`config.mk`:
```
export PLATFORM = sky130hd
export DESIGN_NAME = uart_rx_ctrl_param
export DESIGN_NICKNAME = d
export VERILOG_FILES = /design/src/rtl/uart_rx_ctrl_param.sv
export SDC_FILE = /design/constraint.sdc
export NUM_CORES = 1
export LEC_CHECK = 0
export BUFFER_PORTS_ARGS = -buffer_cell sky130_fd_sc_hd__buf_2
export CORE_ASPECT_RATIO = 1.75
export CORE_MARGIN = 1
export CORE_UTILIZATION = 59
export DETAILED_ROUTE_END_ITERATION = 6
export PLACE_DENSITY = 0.76
export SYNTH_ARGS = -nofsm -noshare
export SYNTH_HDL_FRONTEND = slang
export SYNTH_SLANG_ARGS = --single-unit
```
`constraint.sdc`:
```
create_clock -name clk -period 3 [get_ports clk]
set_input_delay 0.3 -clock clk [delete_from_list [all_inputs] [get_ports clk]]
set_output_delay 0.3 -clock clk [all_outputs]
set_load 0.1 [all_outputs]
```
`src/rtl/uart_rx_ctrl_param.sv`:
```
// Parametrised UART receiver: synchroniser, 3-sample vote, parity,
// one or two stop bits and break detection.
module uart_rx_ctrl_param #(
  parameter int DATA_WIDTH = 8,
  parameter int PRESCALE_W = 6
) (
  input  logic                  clk,
  input  logic                  rst,
  input  logic                  RX_IN,
  input  logic [PRESCALE_W-1:0] PRESCALE,
  input  logic                  PAR_EN,
  input  logic                  PAR_TYP,
  input  logic                  STOP2,
  output logic [DATA_WIDTH-1:0] P_DATA,
  output logic                  DATA_VALID,
  output logic                  PAR_ERR,
  output logic                  STP_ERR,
  output logic                  BRK_DET,
  output logic                  RX_BUSY
);

  typedef enum logic [2:0] {
    IDLE,
    START,
    DATA,
    PARITY,
    STOP,
    BRK_WAIT
  } state_t;

  localparam logic [3:0] LAST_BIT = 4'(DATA_WIDTH - 1);

  state_t state, nxt;

  logic s1, rx_s;
  logic [PRESCALE_W-1:0] pre_q, edge_cnt;
  logic [PRESCALE_W-1:0] mid, m_lo, m_hi, p_end;
  logic par_en_q, par_typ_q, stop2_q;
  logic [3:0] bit_cnt;
  logic smp0, smp1, vote;
  logic at_hi, at_end, last_stop;
  logic [DATA_WIDTH-1:0] shreg;
  logic par_bit, par_bad, stop1_ok, hi1;
  logic stop_bad, is_brk;
  logic dec_ok, dec_par, dec_stp, dec_brk;

  always_ff @(posedge clk or negedge rst) begin
    if (!rst) begin
      s1   <= 1'b1;
      rx_s <= 1'b1;
    end else begin
      s1   <= RX_IN;
      rx_s <= s1;
    end
  end

  assign mid   = pre_q >> 1;
  assign m_lo  = mid - 1'b1;
  assign m_hi  = mid + 1'b1;
  assign p_end = pre_q - 1'b1;

  assign at_hi     = (edge_cnt == m_hi);
  assign at_end    = (edge_cnt == p_end);
  assign last_stop = (bit_cnt == {3'b000, stop2_q});

  // third sample is the live line value at edge mid+1
  assign vote = (smp0 & smp1) | (smp0 & rx_s) | (smp1 & rx_s);

  assign stop_bad = !vote || !stop1_ok;
  assign is_brk   = (shreg == '0) && !par_bit && stop_bad;
  assign RX_BUSY  = (state != IDLE);

  always_ff @(posedge clk or negedge rst) begin
    if (!rst) state <= IDLE;
    else      state <= nxt;
  end

  always_comb begin
    nxt     = state;
    dec_ok  = 1'b0;
    dec_par = 1'b0;
    dec_stp = 1'b0;
    dec_brk = 1'b0;
    unique case (state)
      IDLE: begin
        if (!rx_s) nxt = START;
      end
      START: begin
        if (at_hi && vote) nxt = IDLE;
        else if (at_end)   nxt = DATA;
      end
      DATA: begin
        if (at_end && bit_cnt == LAST_BIT)
          nxt = par_en_q ? PARITY : STOP;
      end
      PARITY: begin
        if (at_end) nxt = STOP;
      end
      STOP: begin
        if (at_hi && last_stop) begin
          if (is_brk) begin
            dec_brk = 1'b1;
            nxt     = BRK_WAIT;
          end else begin
            nxt = IDLE;
            if (stop_bad)     dec_stp = 1'b1;
            else if (par_bad) dec_par = 1'b1;
            else              dec_ok  = 1'b1;
          end
        end
      end
      BRK_WAIT: begin
        if (rx_s && hi1) nxt = IDLE;
      end
      default: nxt = IDLE;
    endcase
  end

  always_ff @(posedge clk or negedge rst) begin
    if (!rst) begin
      pre_q      <= '0;
      par_en_q   <= 1'b0;
      par_typ_q  <= 1'b0;
      stop2_q    <= 1'b0;
      edge_cnt   <= '0;
      bit_cnt    <= '0;
      smp0       <= 1'b0;
      smp1       <= 1'b0;
      shreg      <= '0;
      par_bit    <= 1'b0;
      par_bad    <= 1'b0;
      stop1_ok   <= 1'b1;
      hi1        <= 1'b0;
      P_DATA     <= '0;
      DATA_VALID <= 1'b0;
      PAR_ERR    <= 1'b0;
      STP_ERR    <= 1'b0;
      BRK_DET    <= 1'b0;
    end else begin
      DATA_VALID <= dec_ok;
      PAR_ERR    <= dec_par;
      STP_ERR    <= dec_stp;
      BRK_DET    <= dec_brk;
      if (dec_ok) P_DATA <= shreg;

      if (state == IDLE) begin
        edge_cnt <= '0;
        bit_cnt  <= '0;
        hi1      <= 1'b0;
        if (!rx_s) begin
          pre_q     <= PRESCALE;
          par_en_q  <= PAR_EN;
          par_typ_q <= PAR_TYP;
          stop2_q   <= STOP2;
          par_bit   <= 1'b0;
          par_bad   <= 1'b0;
          stop1_ok  <= 1'b1;
        end
      end else begin
        edge_cnt <= at_end ? '0 : edge_cnt + 1'b1;
        if (at_end)
          bit_cnt <= (nxt != state) ? '0 : bit_cnt + 1'b1;
        if (edge_cnt == m_lo) smp0 <= rx_s;
        if (edge_cnt == mid)  smp1 <= rx_s;
        if (at_hi) begin
          if (state == DATA)
            shreg <= {vote, shreg[DATA_WIDTH-1:1]};
          if (state == PARITY) begin
            par_bit <= vote;
            par_bad <= (vote != (^shreg ^ par_typ_q));
          end
          if (state == STOP && !last_stop)
            stop1_ok <= vote;
        end
        hi1 <= (state == BRK_WAIT) && rx_s;
      end
    end
  end

endmodule

```
==> flow_summary.yaml, run 1 <==
timing:
  period_share_pct: 94.9
  holdWs_ns: 0.0928
  slew_viol_final: 0
  fin_setup_tns_ns: 0
  finalSetupViolations: 0
  clock_skew_ns: 0.0111
  period_minus_slack_ns: 2.85
  hold_violations: 0
  rsz0062_at_grt: "false"
  slew_headroom_pct: 27.4
  fmax_mhz: 351
  worst_pin_slew_ns: 1.09
floorplanning:
  die_w_um: 54.0
  die_area_um2: 5010
  placementRows: 32
  initial_utilization_pct: 62.1
  pin_count: 25
  core_um2: 4480
  dieHeight_um: 92.9
detailed_routing:
  ant_nets: 0
  via_per_inst: 6.11
  drc: 0
  routedWlPerCell_um: 16.8
  drt_iter0_markers: 42
  vias: 2145
  first_pass_iters: 4
  drt_wl_total_mm: 5.88
global_route:
  grt_max_degree: 51
  gr-usage-all-layers_pct: 28.3
  grt-ovfl-total: 0
  grt_pass1_wl_mm: 10.0
  grt_antenna_before_repair: 0
  first_global_vias: 2206
clock_network:
  cts_tree: "built"
  holdBufCountCts: 0
  root_buffer: "clkbuf_8"
  post_cts_resized: 0
  clk_pin_slew_worst_paths_ns: 0.09
  clk_latency_ns: 0.31
  cts_made_buffers: 5
  clk_path_buf_depth: 2
  cts.sinks: 50
  h-tree-depth: 2
  post_cts_buffers: 0
yosys:
  ys_types: 53
  synth-edff-count: 0
  synthTopCellsByCount: "47 x dfrtp_1, 27 x nand2_1, 18 x inv_1, 18 x nor2_1, 18 x o21ai_0"
  syn_nets: 293
  synthMuxAreaShare_pct: 6.96
  synthAdderAreaFrac_pct: 4.85
  synth_top_family_by_area: "simple AND/OR/NAND/NOR gates"
  synthArstFlopShare_pct: 100
  synth_largest_area_cell: "dfrtp_1"
  synth_area_um2: 2790
  syn_avg_cell_area_um2: 10.3
  ys_top_cells_by_area: "dfrtp_1 42%, mux2_2 6.1%, xnor2_1 5.3%"
  synthMostInstantiatedCell: "dfrtp_1"
  ys_seq_area_share_pct: 45.0
  synth-xor-area-share_pct: 10.4
  yosys_warnings: 0
  synthSimpleGateAreaFrac_pct: 16.1
  ys.flop_type: "dfrtp_1"
  synthCells: 271
  synth_top_area_share_pct: 42.2
  synth_compound_area_share_pct: 12.0
  synth-seq-cells: 50
min_path:
  worstHoldStart: "RX_IN"
  min_path_type: "in -> reg"
job:
  maxCapViolations: 0
critical_path:
  startpoint: "pre_q[1]"
  start_kind: "flip-flop"
  critPathMaxStageDelay_ns: 0.44
  crit_path_end_kind: "flip-flop"
  cp_cell_sequence: "inv_1 -> ha_1 -> a2111oi_4 -> xnor2_1 -> a2111o_1 -> mux2_4 -> a311o_4 -> xnor2_4 -> a32o_1"
  cp.required_ns: 3.20
  crit_path_max_fanout: 6
  rr_startpoint: "pre_q[1]"
  critical_path.slowest_cell: "dfrtp_1"
  worst-setup-path-type: "reg -> reg"
  worst_ep_arrival_time_ns: 3.05
layout:
  utilization_pct: 69.2
  insertedDiodeCount: 0
  instances_no_fill: 351
  nNetsFinal: 321
  fillers: 360
  drive_gt1_share_pct: 22.3
  area_growth_pct: 11.4
power_and_ir_drop:
  ir_drop_v: 0.000596
  total_power_mw: 2.85
  powerDensity_nw_per_um2: 917
  p_leak_nw: 1.43
placed_design:
  hpwl_mm: 4.37
  gp_congestion: 0.964
  io_buffers: 24
  place_inst: 343
outcome:
  run_status: "complete, no violations"
## worst max-delay path: cells and delay by family (launching register included)
kind | cells | cell delay (ns)
adders and majority gates | 1 | 0.25
AOI/OAI and AO/OA | 4 | 1.36
muxes | 1 | 0.32
buffers and inverters | 1 | 0.12
DFF | 1 | 0.44
xor gates and xnor gates | 2 | 0.25
## power breakdown
group          switching, mW  internal (mW)
clock network          0.218          0.272
registers              0.245          0.808
logic                  0.713          0.592
## area by class of cell
type                       count  area [um^2]  area share (%)
tap                           51         63.8            2.06
sequential                    50         1250            40.4
timing repair buffer          33          188            6.05
clock buffer                   7         86.3            2.78
multi-input combinational    191         1410            45.5
inverter                      18         67.6            2.18
clock inverter                 1         30.0           0.968
## layer usage
layer	vias up	GRT usage (%)	share of wire [%]
met3	32	8.54	2.7
met5	-	0	0
met1	1052	29.6	37
met2	52	45.4	55
li1	1009	-	-
met4	0	20.4	5.2
## state kept, by name (all words and copies together) (netlist names)
name        cells
par_en_q        1
par_bad         1
edge_cnt        6
smp1            1
DATA_VALID      1
shreg           8
BRK_DET         1
pre_q           6
smp0            1
P_DATA          8
PAR_ERR         1
hi1             1
bit_cnt         4
par_bit         1
state           3
s1              1
par_typ_q       1
STP_ERR         1
stop1_ok        1
rx_s            1
stop2_q         1
## stage by stage
stage               worst slack, ns  instance area (um^2)
CTS                          0.0651                  3100
finish                        0.152                  3100
global placement              0.188                  2980
global route                0.00634                  3100
detailed placement           0.0922                  2980
floorplan                     0.229                  2790
## layout by cell type, fill, tap and decap left out, types with 9 or more instances in the layout
cell | netlist | final
nand3_1 | 9 | 9
ha_1 | 10 | 9
nand2_1 | 27 | 27
buf_2 | 3 | 24
inv_1 | 18 | 18
mux2_2 | 15 | 15
buf_4 | 3 | 9
o21ai_0 | 18 | 18
nor2_1 | 18 | 18
xor2_1 | 13 | 13
dfrtp_1 | 47 | 47
xnor2_1 | 17 | 17
## cell families (layout without fill, tap and decap cells)
group           count (synthesis)  after routing
compound gates                 44             44
mux                            17             17
xor+xnor                       31             31
flops                          50             50
buf+inv                        30             59
simple gates                   88             88
fa+ha+maj                      11             11
## worst paths after layout
kind / end / slack, ns / cells past startpoint
hold / removal: s1 / 0.09 / 1
setup reg to reg: bit_cnt[1] / 0.15 / 9
max in group asynchronous: state[2] / 2.15 / 1
setup / recovery: bit_cnt[1] / 0.15 / 9
min in group asynchronous: shreg[0] / 0.19 / 1
hold reg to reg: rx_s / 0.36 / 0
Note: power is estimated with default switching activity, not from simulation.
==> run 2, diff against run 1 <==
CORE_UTILIZATION = 40   (was 59)
PLACE_DENSITY = 0.54   (was 0.76)
==> run 2 against run 1 <==
Via count fell by 4.4%. Largest cell class unchanged. Global-route usage fell by 9.7 points. Wire length rose by 3.1%. Sequential share of layout area fell by 1.3 points. Setup slack improved by 0.026 ns.
==> flow_summary.yaml, run 2 (synthesis gave the netlist of run 1 again) <==
outcome:
  run_status: "complete, no violations"
placed_design:
  gp_congestion: 0.891
  io_buffers: 24
  hpwl_mm: 4.66
  place_area_um2: 3050
critical_path:
  cp_top_family: "compound AO/OA/AOI/OAI gates"
  critical_path.slowest_cell: "dfrtp_1"
  critPathMaxStageDelay_ns: 0.44
  start_kind: "flip-flop"
  cp_cell_sequence: "inv_2 -> ha_1 -> a2111oi_4 -> xnor2_1 -> a2111o_1 -> mux2_4 -> a311o_4 -> xnor2_4 -> a32o_1"
  worst-setup-path-type: "reg -> reg"
  cp.required_ns: 3.18
  path_buf_inv: 1
  crit_path_end_kind: "flip-flop"
  worst_ep_arrival_time_ns: 3.00
  crit_path_max_fanout: 6
floorplanning:
  initial_utilization_pct: 42.0
  die_w_um: 65.1
  core_um2: 6640
  pin_count: 25
  placementRows: 39
  die_area_um2: 7320
  dieHeight_um: 112
global_route:
  grt_antenna_before_repair: 0
  first_global_vias: 2113
  grt_pass1_wl_mm: 10.1
  grt_max_degree: 50
  gr-usage-all-layers_pct: 18.6
  grt-ovfl-total: 0
detailed_routing:
  drt_wl_total_mm: 6.07
  via_per_inst: 5.31
  vias: 2050
  ant_nets: 0
  drt_iter0_markers: 91
  drc: 0
  routedWlPerCell_um: 15.7
  first_pass_iters: 4
timing:
  worst_pin_slew_ns: 1.06
  clock_skew_ns: 0.00409
  slew_viol_final: 0
  finalSetupViolations: 0
  rsz0062_at_grt: "false"
  period_share_pct: 94.1
  period_minus_slack_ns: 2.82
  fmax_mhz: 354
  fin_setup_tns_ns: 0
  slew_headroom_pct: 29.3
  hold_violations: 0
layout:
  layout_common_cells: "47 x dfrtp_1, 27 x nand2_1, 24 x buf_2"
  insertedDiodeCount: 0
  nNetsFinal: 325
  largest_registers: "P_DATA (8), shreg (8)"
  layout_commonest_cell: "dfrtp_1"
  drive_gt1_share_pct: 23.7
  area_growth_pct: 15.0
  design_area_um2: 3200
  fillers: 671
clock_network:
  h-tree-depth: 2
  holdBufCountCts: 0
  cts_tree: "built"
  clk_latency_ns: 0.29
  cts.sinks: 50
  root_buffer: "clkbuf_16"
  clk_pin_slew_worst_paths_ns: 0.06
  cts_made_buffers: 5
  clk_path_buf_depth: 2
min_path:
  min_path_type: "in -> reg"
power_and_ir_drop:
  p_leak_nw: 1.47
  powerDensity_nw_per_um2: 912
  ir_drop_v: 0.000419
job:
  maxCapViolations: 0
-- run 2: cell types whose count changed in the layout (fill, tap and decap cells not counted) --
| cell | delta |
|---|---|
| inv_2 | +1 |
| bufinv_16 | -1 |
| a21boi_0 | +1 |
| clkinv_2 | +1 |
| inv_1 | -1 |
| buf_4 | +4 |
| clkbuf_8 | -5 |
| clkbuf_16 | +5 |
| a21boi_1 | -1 |
-- run 2: layout make-up --
class	instances	area [um^2]	share of cell area, %
Multi-Input combinational cell	191	1410	44.1
Sequential cell	50	1250	39.2
Inverter	18	67.6	2.11
Clock inverter	1	5.00	0.156
Tap cell	82	103	3.20
Timing Repair Buffer	37	218	6.80
Clock buffer	7	143	4.45
-- run 2: path summary, 6_finish.rpt --
| path | from | slack (ns) | to | cells past startpoint |
|---|---|---|---|---|
| worst max-delay path | pre_q[1] | 0.18 | bit_cnt[1] | 9 |
| worst min-delay path | RX_IN | 0.11 | s1 | 1 |
| worst max register to register | pre_q[1] | 0.18 | bit_cnt[1] | 9 |
| worst min register to register | s1 | 0.36 | rx_s | 0 |
| max in group asynchronous | rst | 2.07 | rx_s | 2 |
| min in group asynchronous | rst | 0.20 | P_DATA[6] | 1 |
-- run 2: layer usage --
| layer | part of all wire (%) | up-vias | track usage, % |
|---|---|---|---|
| met5 | 0 | - | 0 |
| met4 | 2.3 | 0 | 8.12 |
| met3 | 2.0 | 9 | 3.25 |
| met2 | 57 | 23 | 35.8 |
| met1 | 39 | 1006 | 18.7 |
| li1 | - | 1012 | - |
-- run 2: per-stage QoR --
stage | power (mW) | std cells | hold WS (ns) | util (%) | worst slack (ns)
2_1_floorplan | 2.03 | 271 | 0.00441 | - | 0.229
3_3_place_gp | 2.36 | 378 | 0.347 | 46.0 | 0.181
3_5_place_dp | 2.37 | 378 | 0.347 | 46.0 | 0.139
4_1_cts | 2.95 | 386 | 0.0939 | 48.2 | 0.0995
5_1_grt | 3.13 | 386 | 0.0935 | 48.3 | 0.0399
6_report | 2.92 | 386 | 0.105 | 48.3 | 0.178
-- run 2: report_power, final --
group | switching, mW | total, mW | internal, mW | leakage, nW
Combinational | 0.701 | 1.30 | 0.600 | 0.737
Sequential | 0.244 | 1.05 | 0.809 | 0.656
Clock | 0.237 | 0.568 | 0.331 | 0.0739
-- run 2: what timing repair did --
| action | CTS | global route |
|---|---|---|
| setup buffers | 0 | 0 |
| gates resized for setup | 0 | 2 |
| hold endpoints to repair | 0 | 0 |
| endpoints found under the setup margin | 0 | 4 |
